<file path="src/rtl/ret_stack_check_if.sv">
// Retired call/return event bus and check-result bundle
// for the committed return-stack checker.
interface ret_stack_check_if #(
    parameter int ADDR_WIDTH = 43,
    parameter int DEPTH_LOG  = 4,
    parameter int CNT_WIDTH  = 16
);
    logic                  except;
    logic                  except_thread;
    logic                  ret_en;
    logic                  ret_thread;
    logic                  ret_is_call;
    logic                  ret_is_ret;
    logic [ADDR_WIDTH-1:0] ret_lnk;
    logic [ADDR_WIDTH-1:0] ret_target;
    logic [ADDR_WIDTH-1:0] ret_pred;

    logic                  chk_valid;
    logic                  chk_thread;
    logic                  chk_miss;
    logic [ADDR_WIDTH-1:0] chk_target;
    logic [CNT_WIDTH-1:0]  miss_cnt;
    logic [DEPTH_LOG:0]    depth0;
    logic [DEPTH_LOG:0]    depth1;

    modport master (
        output except,
        output except_thread,
        output ret_en,
        output ret_thread,
        output ret_is_call,
        output ret_is_ret,
        output ret_lnk,
        output ret_target,
        output ret_pred,
        input  chk_valid,
        input  chk_thread,
        input  chk_miss,
        input  chk_target,
        input  miss_cnt,
        input  depth0,
        input  depth1
    );

    modport slave (
        input  except,
        input  except_thread,
        input  ret_en,
        input  ret_thread,
        input  ret_is_call,
        input  ret_is_ret,
        input  ret_lnk,
        input  ret_target,
        input  ret_pred,
        output chk_valid,
        output chk_thread,
        output chk_miss,
        output chk_target,
        output miss_cnt,
        output depth0,
        output depth1
    );
endinterface

</file>
<file path="src/rtl/ret_stack_check.sv">
// Committed per-thread return stack; checks retired returns
// against frontend predictions and reports mispredicts.
module ret_stack_check #(
    parameter int ADDR_WIDTH = 43,
    parameter int DEPTH_LOG  = 4,
    parameter int CNT_WIDTH  = 16
) (
    input  logic clk,
    input  logic rst,
    ret_stack_check_if.slave io
);
    localparam int ENTRIES = 1 << DEPTH_LOG;

    typedef logic [DEPTH_LOG-1:0]  ptr_t;
    typedef logic [DEPTH_LOG:0]    dep_t;
    typedef logic [ADDR_WIDTH-1:0] addr_t;

    localparam dep_t DEPTH_FULL = dep_t'(ENTRIES);
    localparam dep_t DEPTH_ONE  = dep_t'(1);

    addr_t stk     [2][ENTRIES];
    ptr_t  top_q   [2];
    dep_t  depth_q [2];

    ptr_t  top_nxt   [2];
    dep_t  depth_nxt [2];

    logic  th;
    logic  accept;
    logic  do_call;
    logic  do_ret;
    logic  do_both;
    logic  is_ret;
    logic  miss;
    logic  wr_en;
    ptr_t  wr_ptr;
    ptr_t  cur_top;
    dep_t  cur_depth;
    ptr_t  ev_top;
    dep_t  ev_depth;
    addr_t expected;

    always_comb begin
        th        = io.ret_thread;
        cur_top   = top_q[th];
        cur_depth = depth_q[th];
        expected  = stk[th][cur_top];

        // A flush of the event's own thread swallows the event.
        accept = io.ret_en
               && (io.ret_is_call || io.ret_is_ret)
               && !(io.except && (io.except_thread == th));

        do_both = accept && io.ret_is_call && io.ret_is_ret;
        do_call = accept && io.ret_is_call && !io.ret_is_ret;
        do_ret  = accept && io.ret_is_ret && !io.ret_is_call;
        is_ret  = do_both || do_ret;

        miss = (cur_depth == '0)
            || (io.ret_pred != expected)
            || (io.ret_target != expected);

        wr_en    = 1'b0;
        wr_ptr   = cur_top;
        ev_top   = cur_top;
        ev_depth = cur_depth;

        unique case (1'b1)
            do_both: begin
                wr_en = 1'b1;
                if (cur_depth == '0)
                    ev_depth = DEPTH_ONE;
            end
            do_call: begin
                ev_top = cur_top + 1'b1;
                wr_en  = 1'b1;
                wr_ptr = ev_top;
                if (cur_depth != DEPTH_FULL)
                    ev_depth = cur_depth + 1'b1;
            end
            do_ret: begin
                ev_top = cur_top - 1'b1;
                if (cur_depth != '0)
                    ev_depth = cur_depth - 1'b1;
            end
            default: begin
            end
        endcase
    end

    always_comb begin
        for (int i = 0; i < 2; i++) begin
            top_nxt[i]   = top_q[i];
            depth_nxt[i] = depth_q[i];
            if (io.except && (io.except_thread == 1'(i))) begin
                top_nxt[i]   = '1;
                depth_nxt[i] = '0;
            end else if (accept && (th == 1'(i))) begin
                top_nxt[i]   = ev_top;
                depth_nxt[i] = ev_depth;
            end
        end
    end

    always_ff @(posedge clk or negedge rst) begin
        if (!rst) begin
            for (int i = 0; i < 2; i++) begin
                top_q[i]   <= '1;
                depth_q[i] <= '0;
                for (int j = 0; j < ENTRIES; j++)
                    stk[i][j] <= '0;
            end
        end else begin
            for (int i = 0; i < 2; i++) begin
                top_q[i]   <= top_nxt[i];
                depth_q[i] <= depth_nxt[i];
            end
            if (wr_en)
                stk[th][wr_ptr] <= io.ret_lnk;
        end
    end

    always_ff @(posedge clk or negedge rst) begin
        if (!rst) begin
            io.chk_valid  <= 1'b0;
            io.chk_thread <= 1'b0;
            io.chk_miss   <= 1'b0;
            io.chk_target <= '0;
            io.miss_cnt   <= '0;
        end else begin
            io.chk_valid <= is_ret;
            io.chk_miss  <= is_ret && miss;
            if (is_ret) begin
                io.chk_thread <= th;
                io.chk_target <= io.ret_target;
            end
            if (is_ret && miss && (io.miss_cnt != '1))
                io.miss_cnt <= io.miss_cnt + 1'b1;
        end
    end

    assign io.depth0 = depth_q[0];
    assign io.depth1 = depth_q[1];
endmodule

</file>
<file path="src/flat_wrapper.sv">
// flat-port wrapper written by rule: the top's interface ports become plain ports
module ret_stack_check_flat 
#(
    parameter int ADDR_WIDTH = 43,
    parameter int DEPTH_LOG  = 4,
    parameter int CNT_WIDTH  = 16
)
  (clk, rst, io_except, io_except_thread, io_ret_en, io_ret_thread, io_ret_is_call, io_ret_is_ret, io_ret_lnk, io_ret_target, io_ret_pred, io_chk_valid, io_chk_thread, io_chk_miss, io_chk_target, io_miss_cnt, io_depth0, io_depth1);
  ret_stack_check_if #(.ADDR_WIDTH(ADDR_WIDTH), .DEPTH_LOG(DEPTH_LOG), .CNT_WIDTH(CNT_WIDTH)) io_i ();
  input  logic clk;
  input  logic rst;
  input wire logic [$bits(io_i.except)-1:0] io_except;
  input wire logic [$bits(io_i.except_thread)-1:0] io_except_thread;
  input wire logic [$bits(io_i.ret_en)-1:0] io_ret_en;
  input wire logic [$bits(io_i.ret_thread)-1:0] io_ret_thread;
  input wire logic [$bits(io_i.ret_is_call)-1:0] io_ret_is_call;
  input wire logic [$bits(io_i.ret_is_ret)-1:0] io_ret_is_ret;
  input wire logic [$bits(io_i.ret_lnk)-1:0] io_ret_lnk;
  input wire logic [$bits(io_i.ret_target)-1:0] io_ret_target;
  input wire logic [$bits(io_i.ret_pred)-1:0] io_ret_pred;
  output wire logic [$bits(io_i.chk_valid)-1:0] io_chk_valid;
  output wire logic [$bits(io_i.chk_thread)-1:0] io_chk_thread;
  output wire logic [$bits(io_i.chk_miss)-1:0] io_chk_miss;
  output wire logic [$bits(io_i.chk_target)-1:0] io_chk_target;
  output wire logic [$bits(io_i.miss_cnt)-1:0] io_miss_cnt;
  output wire logic [$bits(io_i.depth0)-1:0] io_depth0;
  output wire logic [$bits(io_i.depth1)-1:0] io_depth1;
  assign io_i.except = io_except;
  assign io_i.except_thread = io_except_thread;
  assign io_i.ret_en = io_ret_en;
  assign io_i.ret_thread = io_ret_thread;
  assign io_i.ret_is_call = io_ret_is_call;
  assign io_i.ret_is_ret = io_ret_is_ret;
  assign io_i.ret_lnk = io_ret_lnk;
  assign io_i.ret_target = io_ret_target;
  assign io_i.ret_pred = io_ret_pred;
  assign io_chk_valid = io_i.chk_valid;
  assign io_chk_thread = io_i.chk_thread;
  assign io_chk_miss = io_i.chk_miss;
  assign io_chk_target = io_i.chk_target;
  assign io_miss_cnt = io_i.miss_cnt;
  assign io_depth0 = io_i.depth0;
  assign io_depth1 = io_i.depth1;
  ret_stack_check #(.ADDR_WIDTH(ADDR_WIDTH), .DEPTH_LOG(DEPTH_LOG), .CNT_WIDTH(CNT_WIDTH)) u_core (.clk(clk), .rst(rst), .io(io_i));
endmodule
</file>
<file path="config.mk">
export PLATFORM = sky130hd
export DESIGN_NAME = ret_stack_check_flat
export DESIGN_NICKNAME = d
export VERILOG_FILES = /design/src/rtl/ret_stack_check_if.sv /design/src/rtl/ret_stack_check.sv /design/src/flat_wrapper.sv
export SDC_FILE = /design/constraint.sdc
export NUM_CORES = 2
export LEC_CHECK = 0
export CAP_MARGIN = 10
export CORE_AREA = 2 2 342 344
export CTS_CLUSTER_SIZE = 20
export DETAILED_ROUTE_END_ITERATION = 8
export DIE_AREA = 0 0 344 346
export PLACE_DENSITY = 0.78
export SLEW_MARGIN = 40
export SYNTH_ARGS = -nofsm -noshare
export SYNTH_HDL_FRONTEND = slang
export SYNTH_SLANG_ARGS = --single-unit
</file>
<file path="constraint.sdc">
create_clock -name clk -period 10.8 [get_ports clk]
set_input_delay 2.7 -clock clk [delete_from_list [all_inputs] [get_ports clk]]
set_output_delay 2.7 -clock clk [all_outputs]
set_load 0.01 [all_outputs]
</file>
==> run metrics <==
final instance area=0.0772 mm²; Synth top area share=0.527; post-synthesis average cell area=13.3 µm²; Worst R2R Path Depth=13; Sw Share=0.292; area of the multi-input gates=0.0305 mm²; vias in the first global route=46,524; DRT Wirelength=217,000 µm; fin crit share=0.737; hold buffer count at cts=0; asr flop ratio synth=1.00; R2R Path End=u_core.io.miss_cnt[1]$_DFFE_PN0P_; initial antenna violation count=8; grt ovf=0; GRT met2 Usage=0.529; Worst-Margin Slew=0.933 ns; RSZ-0062 raised after global routing=no; final hold vios=0; Post-synth EDFFs=0; Clock Skew=0.0269 ns; Detail Route Antenna Nets=0; vias=46,596; max-slew violations=0; Critical Path Sink Type=flop; Starting Density=0.595; Die Y=346 µm; Setup violations, final=0; first-pass GRT wire length=317,000 µm; clk buf depth=3; Iteration-0 DRC Markers=5,140; crit path capture=u_core.stk[819]$_DFFE_PN0P_; Flop pwr share=0.446; Die Width=344 µm; Finished Layout Cells=6,836; area post-placement=0.0720 mm²; Worst Hold Class=reg -> reg; YS warnings=0; DRC=0; syn nets=5,317; post-synth cell types=79; run status=finished clean; Clock power frac=0.333; logic gate share of total power=0.221; largest area contributor in the synthesized netlist=dfrtp_1; vias per cell=6.82; TritonCTS clock tree=done; CORE AREA=0.115 mm²; Startpoint Class=input port; Overall Global Routing Usage=0.363; share of cells above drive strength 1=0.372; sequential area share after synthesis=0.530; area growth from synthesis to layout=12.3%; global routing usage on met1=0.497; Psw=4670 µW; internal power=11,300 µW; root buf cell=clkbuf_16; FF/Latch Area=0.0365 mm²; fin crit period=7.96 ns; largest net degree at the start of global routing=160; ranking of synthesized cells by area=dfrtp_1, mux2_2, mux2i_1; Rel. slew slack=0.378; Synth Cell Area=0.0687 mm²; Placer Congestion=0.958; die area=0.119 mm²; Initial DRT Pass Iterations=6; kind of critical path=in -> reg; f_max=0.126 GHz; Power per Cell Area=208 mW/mm²; commonest non-fill, non-tap cell in the layout=mux2_2; setup TNS=0 ns; NumNets Final=5,332; worst-path maximum fanout=70; drt wl/cell=31.7 µm; Req. time, crit path=11.45 ns; Clock Sink Count=1,456; DP HPWL=128,000 µm; RR Startpoint=u_core.top_q[0]$_DFFE_PN1P_; cts bufs inserted=152; gr busiest metal=met2; H-tree levels=4; Yosys reg bits=1,456; I/O pin cnt=209; Max VDD drop=0.000187 V; most frequent cells in the layout=mux2_2, dfrtp_1, mux2i_1; CP startpoint=io_ret_thread; R2R setup slack=4.37 ns; P_leak=0.0380 µW; CTS-repair resized insts=0; Max-Cap Viols=0; Synth Flop Type=dfrtp_1; Critical Path AT=8.61 ns; fill count=8,211; placed insts=6,556; # port buffers=208; Post-CTS Setup Bufs=0; met3 global-route usage=0.0949; register clock-pin slew on the reported worst setup and hold paths=0.06 ns; Cells after Synth=5,173; Rows=125; Worst-Skew Late Latency=0.79 ns
[power by group through the flow]
stage	clock network [µW]	logic, µW	registers, µW
2_1_floorplan	0	2350	7030
4_1_cts	5360	3470	7120
3_5_place_dp	0	3440	7210
3_3_place_gp	0	3350	7140
5_1_grt	5590	3730	7260
6_report	5330	3540	7150
[routing by layer]
| metal | wire, µm | up-vias |
|---|---|---|
| li1 | - | 18949 |
| met1 | 85700 | 24323 |
| met2 | 95000 | 2591 |
| met3 | 22700 | 727 |
| met4 | 13400 | 6 |
| met5 | 46 | - |
[logic make-up (layout without fill, tap and decap cells)]
kind of cell | after synthesis | after routing | synth area share
fa+ha+maj | 7 | 7 | 0.00127
xor+xnor | 74 | 74 | 0.00943
buf+inv | 487 | 625 | 0.0327
mux | 2067 | 2067 | 0.330
simple gates | 548 | 548 | 0.0416
compound gates | 534 | 534 | 0.0545
flops | 1456 | 1456 | 0.530
other cells | 0 | 1 | 0
[synth_stat cells, types with 25 or more instances]
library cell and count:
clkbuf_1 225, a21oi_1 66, nand2_1 179, nand4_1 30, mux2_2 1481, nor3_1 25
nor2_1 63, xor2_1 25, buf_4 41, a22oi_1 147, dfrtp_1 1448, nor2b_1 40
a211oi_1 39, xnor2_1 49, buf_2 171, nand3_1 95, o21ai_0 69, mux2i_1 575
o22ai_1 64
[sequential cells by signal, summed over array words and instances, names as in the netlist]
| signal | flops |
|---|---|
| u_core.io.miss_cnt | 16 |
| u_core.io.depth1 | 5 |
| u_core.stk | 1376 |
| u_core.io.depth0 | 5 |
| u_core.io.chk_thread | 1 |
| u_core.top_q | 8 |
| u_core.io.chk_target | 43 |
| u_core.io.chk_valid | 1 |
| u_core.io.chk_miss | 1 |
[worst min-delay path by stage]
stage / endpoint / depth (start not counted) / slack [ns] / startpoint
finish: u_core.io.chk_target[0]$_DFFE_PN0P_ / 2 / 0.48 / u_core.io.chk_target[0]$_DFFE_PN0P_
floorplan: u_core.stk[47]$_DFFE_PN0P_ / 1 / 0.47 / u_core.stk[47]$_DFFE_PN0P_
global placement: u_core.io.chk_target[0]$_DFFE_PN0P_ / 2 / 0.46 / u_core.io.chk_target[0]$_DFFE_PN0P_
global route: u_core.io.miss_cnt[9]$_DFFE_PN0P_ / 1 / 0.51 / u_core.io.miss_cnt[9]$_DFFE_PN0P_
CTS: u_core.io.chk_target[0]$_DFFE_PN0P_ / 2 / 0.48 / u_core.io.chk_target[0]$_DFFE_PN0P_
detailed placement: u_core.io.chk_target[17]$_DFFE_PN0P_ / 2 / 0.47 / u_core.io.chk_target[17]$_DFFE_PN0P_
[layout make-up]
cell class              count  area share
repair buffers            324      0.0411
diodes                      1   0.0000324
multi-input cells        3230       0.395
inverters                  24     0.00120
clock inverters            33     0.00452
flip-flops and latches   1456       0.472
clock buffers             244      0.0615
well taps                1524      0.0247
[critical path, stage by stage]
cell	delay [ns]
clkbuf_8	0.54
buf_4	0.52
mux2i_4	0.15
inv_4	0.38
buf_4	0.58
ha_1	0.38
mux2i_1	0.67
nand4_1	0.56
nor2_4	0.69
buf_4	0.85
mux2_2	0.42
[through the flow]
stage	power, µW	hold slack (ns)	worst slack (ns)	utilization
2_1_floorplan	9380	0.470	4.59	-
3_3_place_gp	10500	0.464	2.47	0.622
3_5_place_dp	10700	0.472	2.37	0.624
4_1_cts	16000	0.482	3.16	0.668
5_1_grt	16600	0.506	2.85	0.669
6_report	16000	0.476	2.84	0.669
No activity file was read; power rests on OpenSTA's default activity.
